==> src/rtl/serial_frame_receiver_pkg.sv <==
// Shared definitions for the serial frame receiver: FSM encoding and
// the width rule for the received-bit counter.
package serial_frame_receiver_pkg;

    typedef enum logic [1:0] {
        ST_IDLE = 2'd0,
        ST_RECV = 2'd1,
        ST_HOLD = 2'd2
    } rx_state_e;

    // Counter must be able to hold the value SIZE itself, not just SIZE-1.
    function automatic int bit_count_width(input int size);
        return $clog2(size + 1);
    endfunction

endpackage

==> src/rtl/serial_frame_receiver_bit_synchronizer.sv <==
// Multi-flop synchroniser bringing one asynchronous pin into the clk domain.
module bit_synchronizer #(
    parameter int SYNC_STAGES = 2
) (
    input  logic clk,
    input  logic reset,
    input  logic d,
    output logic q
);

    logic [SYNC_STAGES-1:0] sync_r;

    // Shift the pin value through the synchroniser chain.
    always_ff @(posedge clk or posedge reset) begin
        if (reset) begin
            sync_r <= '0;
        end else begin
            sync_r <= {sync_r[SYNC_STAGES-2:0], d};
        end
    end

    assign q = sync_r[SYNC_STAGES-1];

endmodule

==> src/rtl/serial_frame_receiver.sv <==
// SPI-style serial front end: synchronises the link, strobes bits into the
// downstream SIPO and hands complete frames over with valid/ready.
module serial_frame_receiver
    import serial_frame_receiver_pkg::*;
#(
    parameter int SIZE        = 256,
    parameter int SYNC_STAGES = 2
) (
    input  logic                              clk,
    input  logic                              reset,
    input  logic                              sclk,
    input  logic                              cs_n,
    input  logic                              sdi,
    output logic                              shift,
    output logic                              s_in,
    output logic                              frame_valid,
    input  logic                              frame_ready,
    output logic [bit_count_width(SIZE)-1:0]  bit_count,
    output logic                              frame_abort,
    output logic                              overrun
);

    localparam int            CW       = bit_count_width(SIZE);
    localparam logic [CW-1:0] LAST_BIT = CW'(SIZE - 1);
    localparam logic [CW-1:0] ONE      = CW'(1);

    logic      sclk_sync_s;
    logic      cs_n_sync_s;
    logic      sdi_sync_s;
    logic      sclk_prev_r;
    logic      rise_s;
    rx_state_e state_r;

    bit_synchronizer #(.SYNC_STAGES(SYNC_STAGES)) u_sync_sclk (
        .clk   (clk),
        .reset (reset),
        .d     (sclk),
        .q     (sclk_sync_s)
    );

    bit_synchronizer #(.SYNC_STAGES(SYNC_STAGES)) u_sync_cs_n (
        .clk   (clk),
        .reset (reset),
        .d     (cs_n),
        .q     (cs_n_sync_s)
    );

    // sdi goes through the same depth so it lines up with the detected edge.
    bit_synchronizer #(.SYNC_STAGES(SYNC_STAGES)) u_sync_sdi (
        .clk   (clk),
        .reset (reset),
        .d     (sdi),
        .q     (sdi_sync_s)
    );

    // Delayed copy of synchronised sclk for rising-edge detection.
    always_ff @(posedge clk or posedge reset) begin
        if (reset) begin
            sclk_prev_r <= 1'b0;
        end else begin
            sclk_prev_r <= sclk_sync_s;
        end
    end

    assign rise_s = sclk_sync_s & ~sclk_prev_r;

    // Frame FSM with bit counter and all registered outputs.
    always_ff @(posedge clk or posedge reset) begin
        if (reset) begin
            state_r     <= ST_IDLE;
            shift       <= 1'b0;
            s_in        <= 1'b0;
            frame_valid <= 1'b0;
            bit_count   <= '0;
            frame_abort <= 1'b0;
            overrun     <= 1'b0;
        end else begin
            shift       <= 1'b0;
            frame_abort <= 1'b0;
            case (state_r)
                ST_IDLE: begin
                    frame_valid <= 1'b0;
                    bit_count   <= '0;
                    if (!cs_n_sync_s) begin
                        state_r <= ST_RECV;
                    end else begin
                        state_r <= ST_IDLE;
                    end
                end
                ST_RECV: begin
                    frame_valid <= 1'b0;
                    // A deselect beats a coincident clock edge: the bit is discarded.
                    if (cs_n_sync_s) begin
                        if (bit_count != '0) begin
                            frame_abort <= 1'b1;
                        end else begin
                            frame_abort <= 1'b0;
                        end
                        bit_count <= '0;
                        state_r   <= ST_IDLE;
                    end else if (rise_s) begin
                        shift     <= 1'b1;
                        s_in      <= sdi_sync_s;
                        bit_count <= bit_count + ONE;
                        if (bit_count == LAST_BIT) begin
                            state_r <= ST_HOLD;
                        end else begin
                            state_r <= ST_RECV;
                        end
                    end else begin
                        state_r <= ST_RECV;
                    end
                end
                ST_HOLD: begin
                    // Any edge while the frame is still pending is lost.
                    if (rise_s && !cs_n_sync_s) begin
                        overrun <= 1'b1;
                    end else begin
                        overrun <= overrun;
                    end
                    if (frame_valid && frame_ready) begin
                        frame_valid <= 1'b0;
                        bit_count   <= '0;
                        if (!cs_n_sync_s) begin
                            state_r <= ST_RECV;
                        end else begin
                            state_r <= ST_IDLE;
                        end
                    end else begin
                        frame_valid <= 1'b1;
                        state_r     <= ST_HOLD;
                    end
                end
                default: begin
                    state_r     <= ST_IDLE;
                    frame_valid <= 1'b0;
                    bit_count   <= '0;
                end
            endcase
        end
    end

endmodule

==> config.mk <==
export PLATFORM = sky130hd
export DESIGN_NAME = serial_frame_receiver
export DESIGN_NICKNAME = d
export VERILOG_FILES = /design/src/rtl/serial_frame_receiver_pkg.sv /design/src/rtl/serial_frame_receiver_bit_synchronizer.sv /design/src/rtl/serial_frame_receiver.sv
export SDC_FILE = /design/constraint.sdc
export NUM_CORES = 1
export LEC_CHECK = 0
export CORE_MARGIN = 5
export CORE_UTILIZATION = 35
export CTS_CLUSTER_DIAMETER = 100
export DETAILED_ROUTE_END_ITERATION = 6
export GPL_ROUTABILITY_DRIVEN = 0
export GPL_TIMING_DRIVEN = 0
export PLACE_DENSITY_LB_ADDON = 0.12
export SLEW_MARGIN = 20
export SYNTH_ARGS = -nofsm -noshare
export SYNTH_HDL_FRONTEND = slang
export SYNTH_SLANG_ARGS = --single-unit
==> constraint.sdc <==
create_clock -name clk -period 2.8 [get_ports clk]
set_input_delay 0.7 -clock clk [delete_from_list [all_inputs] [get_ports clk]]
set_output_delay 0.7 -clock clk [all_outputs]
set_load 0.02 [all_outputs]
==> results by group <==
Min path
  – Beginning of the worst hold path: u_sync_sclk.sync_r[0]
  – Depth of the worst hold-timing path: 0
  – Classification of the worst-slack hold path: flop to flop
  – Hold Path Sink: u_sync_sclk.sync_r[1]

STA
  – Number of max-slew violations in the final report: 0
  – Final TNS setup: 0 ns
  – Layout Skew: approximately 0.0028 ns
  – Setup Viol. Count Final: 0
  – Clock period minus final worst setup slack: 2.15 ns
  – Worst path setup slack after routing: approximately 0.65 ns
  – Final worst path period share: approximately 77%
  – Slew at the pin closest to its max-slew limit: around 0.83 ns
  – RSZ-0062 raised after global routing: false
  – Worst hold margin: between 0.3 and 0.4 ns
  – Highest Clock Rate: 465 MHz
  – Max_slew headroom: between 40% and 50%
  – Hold Violations, Final: 0

GRT
  – Pin count of the biggest net entering global routing: 24
  – Number of global-route vias before repair: between 800 and 900
  – Aggregate global routing overflow: 0
  – First-pass GRT wire length: 3750 um
  – Antenna violations before repair: 0
  – Overall routing resource usage: about 11%

Route
  – Final WL: about 2000 um
  – Routed WL per cell: approximately 14 um
  – First drt pass iteration count: 4
  – DRC: 0
  – Number of DRC markers in iteration 0: 29
  – Number of vias in the routed layout: 790
  – Drt via density: around 5.5
  – Routed Antenna Nets: 0

Critical path
  – Arrival @ worst endpoint: 1.45 ns
  – Critical Setup Path Class: flop to output port
  – Startpoint class of the critical path: flop
  – Nature of the critical path endpoint: output port
  – Highest cell delay on the worst timing path: approximately 0.65 ns
  – R2R setup slack: between 1 and 1.5 ns
  – Required arrival time at the worst endpoint: 2.10 ns
  – Critical path buffer and inverter count: 1
  – Crit-path leading delay family: buffers and inverters
  – Peak fanout along the critical path: 7
  – Worst reg2reg path endpoint: s_in
  – Critical R2R Launch: state_r[1]
  – Depth of the worst register-to-register path: 4
  – Critical Path Slowest Stage Cell: sky130_fd_sc_hd__clkdlybuf4s50_1
  – Critical path, cell by cell: clkdlybuf4s50_1

Placement
  – DP Area: between 1000 and 1500 um2
  – DP HPWL: 1510 um
  – Worst-case setup slack after placement: approximately 0.80 ns
  – Count of input and output buffers: 19

Yosys
  – Mean Syn Cell Area: 11.5 um2
  – Fraction of the yosys area taken by sequential cells: roughly 56%
  – Count of different cell masters after synthesis: 34
  – Netlist Area Pre-Place: between 1000 and 1500 um2
  – Cells after synthesis: 90
  – Post-Synthesis Net Count: 99
  – Yosys top cell area share: 55.8%
  – Warnings from Yosys: 0
  – Number of enable-type register cells in the synthesized netlist: 0
  – Async set-or-reset flop fraction in the synthesized netlist: between 90% and 100%
  – Yosys reg bits: 23
  – Main flop type after synthesis: sky130_fd_sc_hd__dfrtp_1
  – Top cell type by total area after synthesis: sky130_fd_sc_hd__dfrtp_1
  – Largest cells by area after synthesis: sky130_fd_sc_hd__dfrtp_1 (56%), sky130_fd_sc_hd__nand3_1 (4.4%), sky130_fd_sc_hd__ha_1 (3.6%)

Layout
  – Design area: about 1300 um2
  – Most common cell after layout, fill and taps aside: sky130_fd_sc_hd__dfrtp_1
  – Most frequent cells in the layout: sky130_fd_sc_hd__dfrtp_1 (23), sky130_fd_sc_hd__clkdlybuf4s50_1 (19), sky130_fd_sc_hd__nand3_1 (9)
  – Fraction of final layout cells with drive strength greater than 1: under 10%
  – NumNets Final: 123
  – Signed area change from the synthesized netlist to the final layout: 24.7%
  – Inserted Diodes: 0

Die
  – Site Rows: 19
  – Die Footprint: 4140 um2
  – Top Ports: 20
  – Chip height: between 60 and 70 um
  – Starting Density: between 30 and 40%
  – Core outline area: about 2800 um2
  – Overall die width: roughly 64 um

Clocking
  – Clock slew at the register clock pins of the worst setup and hold paths: 0.12 ns
  – Number of gates resized after CTS: 0
  – Hold_buf cts: 0
  – Number of sinks driven by the clock tree: 23
  – Number of buffers on the longest clock path: 2
  – Total number of H-tree levels: 1
  – TritonCTS clock tree: built
  – Number of buffers added for setup after CTS: 0
  – Buffer type at the clock tree root: sky130_fd_sc_hd__clkbuf_4
  – Clock latency on the worst-skew pair: about 0.30 ns
  – Total CTS buffers: 3

Power
  – VDD IR max: between 0.2 and 0.3 mV
  – Total power per unit cell area: around 420 nW/um2
  – Leakage Power: between 0.5 and 0.6 nW

Outcome
  – Run status: complete, no violations

Flow run
  – Max-cap violations: 0
[worst max-delay path by stage]
stage,startpoint,end,depth (start not counted)
after CTS,bit_count[2],bit_count[2],1
after global placement,frame_ready,bit_count[7],4
final,bit_count[2],bit_count[2],1
after detailed placement,frame_ready,bit_count[7],4
after global routing,bit_count[2],bit_count[2],1
after floorplan,bit_count[4],bit_count[7],4
[power breakdown]
part / internal (mW) / switching, mW / leakage [nW]
clock: 0.0554 / 0.0944 / 0.0150
combinational: 0.0227 / 0.0239 / 0.208
sequential: 0.342 / 0.00721 / 0.300
total: 0.420 / 0.126 / 0.523
[metrics by stage]
step	utilization, %	total power, mW	cells
floorplan	-	0.381	90
global placement	45.3	0.403	140
detailed placement	45.3	0.404	140
global route	46.3	0.574	144
finish	46.3	0.546	144
CTS	46.3	0.555	144
[kinds of logic (layout without fill, tap and decap cells)]
group | Yosys count | after routing | synth area share [%]
adders and majority gates | 3 | 3 | 3.64
AOI/OAI and AO/OA | 21 | 21 | 15.4
and+or+nand+nor | 34 | 34 | 20.5
DFF | 23 | 23 | 55.8
muxes | 2 | 2 | 2.06
buffers and inverters | 7 | 30 | 2.67
[per-layer routing]
layer	global-route usage, %	routed length, um	up-vias
li1	-	-	385
met5	0	0	-
met4	2.29	13	0
met3	2.45	100	2
met1	14.9	982	391
met2	17.7	952	12
[Yosys cell counts (all sizes together), types with 3 or more instances]
cell type  instances
a21oi              4
nor2               4
inv                5
nand3b             3
nand3              9
nand2              3
dfrtp             23
nor4               3
ha                 3
[sequential cells by signal, summed over array words and instances, names as in the netlist, 2 cells and up]
| signal | flops |
|---|---|
| u_sync_cs_n.sync_r | 2 |
| u_sync_sclk.sync_r | 2 |
| state_r | 2 |
| bit_count | 9 |
| u_sync_sdi.sync_r | 2 |
[layout make-up]
type,count,area (um2)
Fill cell,263,1490
Sequential cell,23,576
Multi-Input combinational cell,60,429
Timing Repair Buffer,19,190
Tap cell,31,38.8
Clock buffer,4,26.3
Inverter,5,18.8
Buffer,2,8.76
Power figures use the tool's default switching activity.
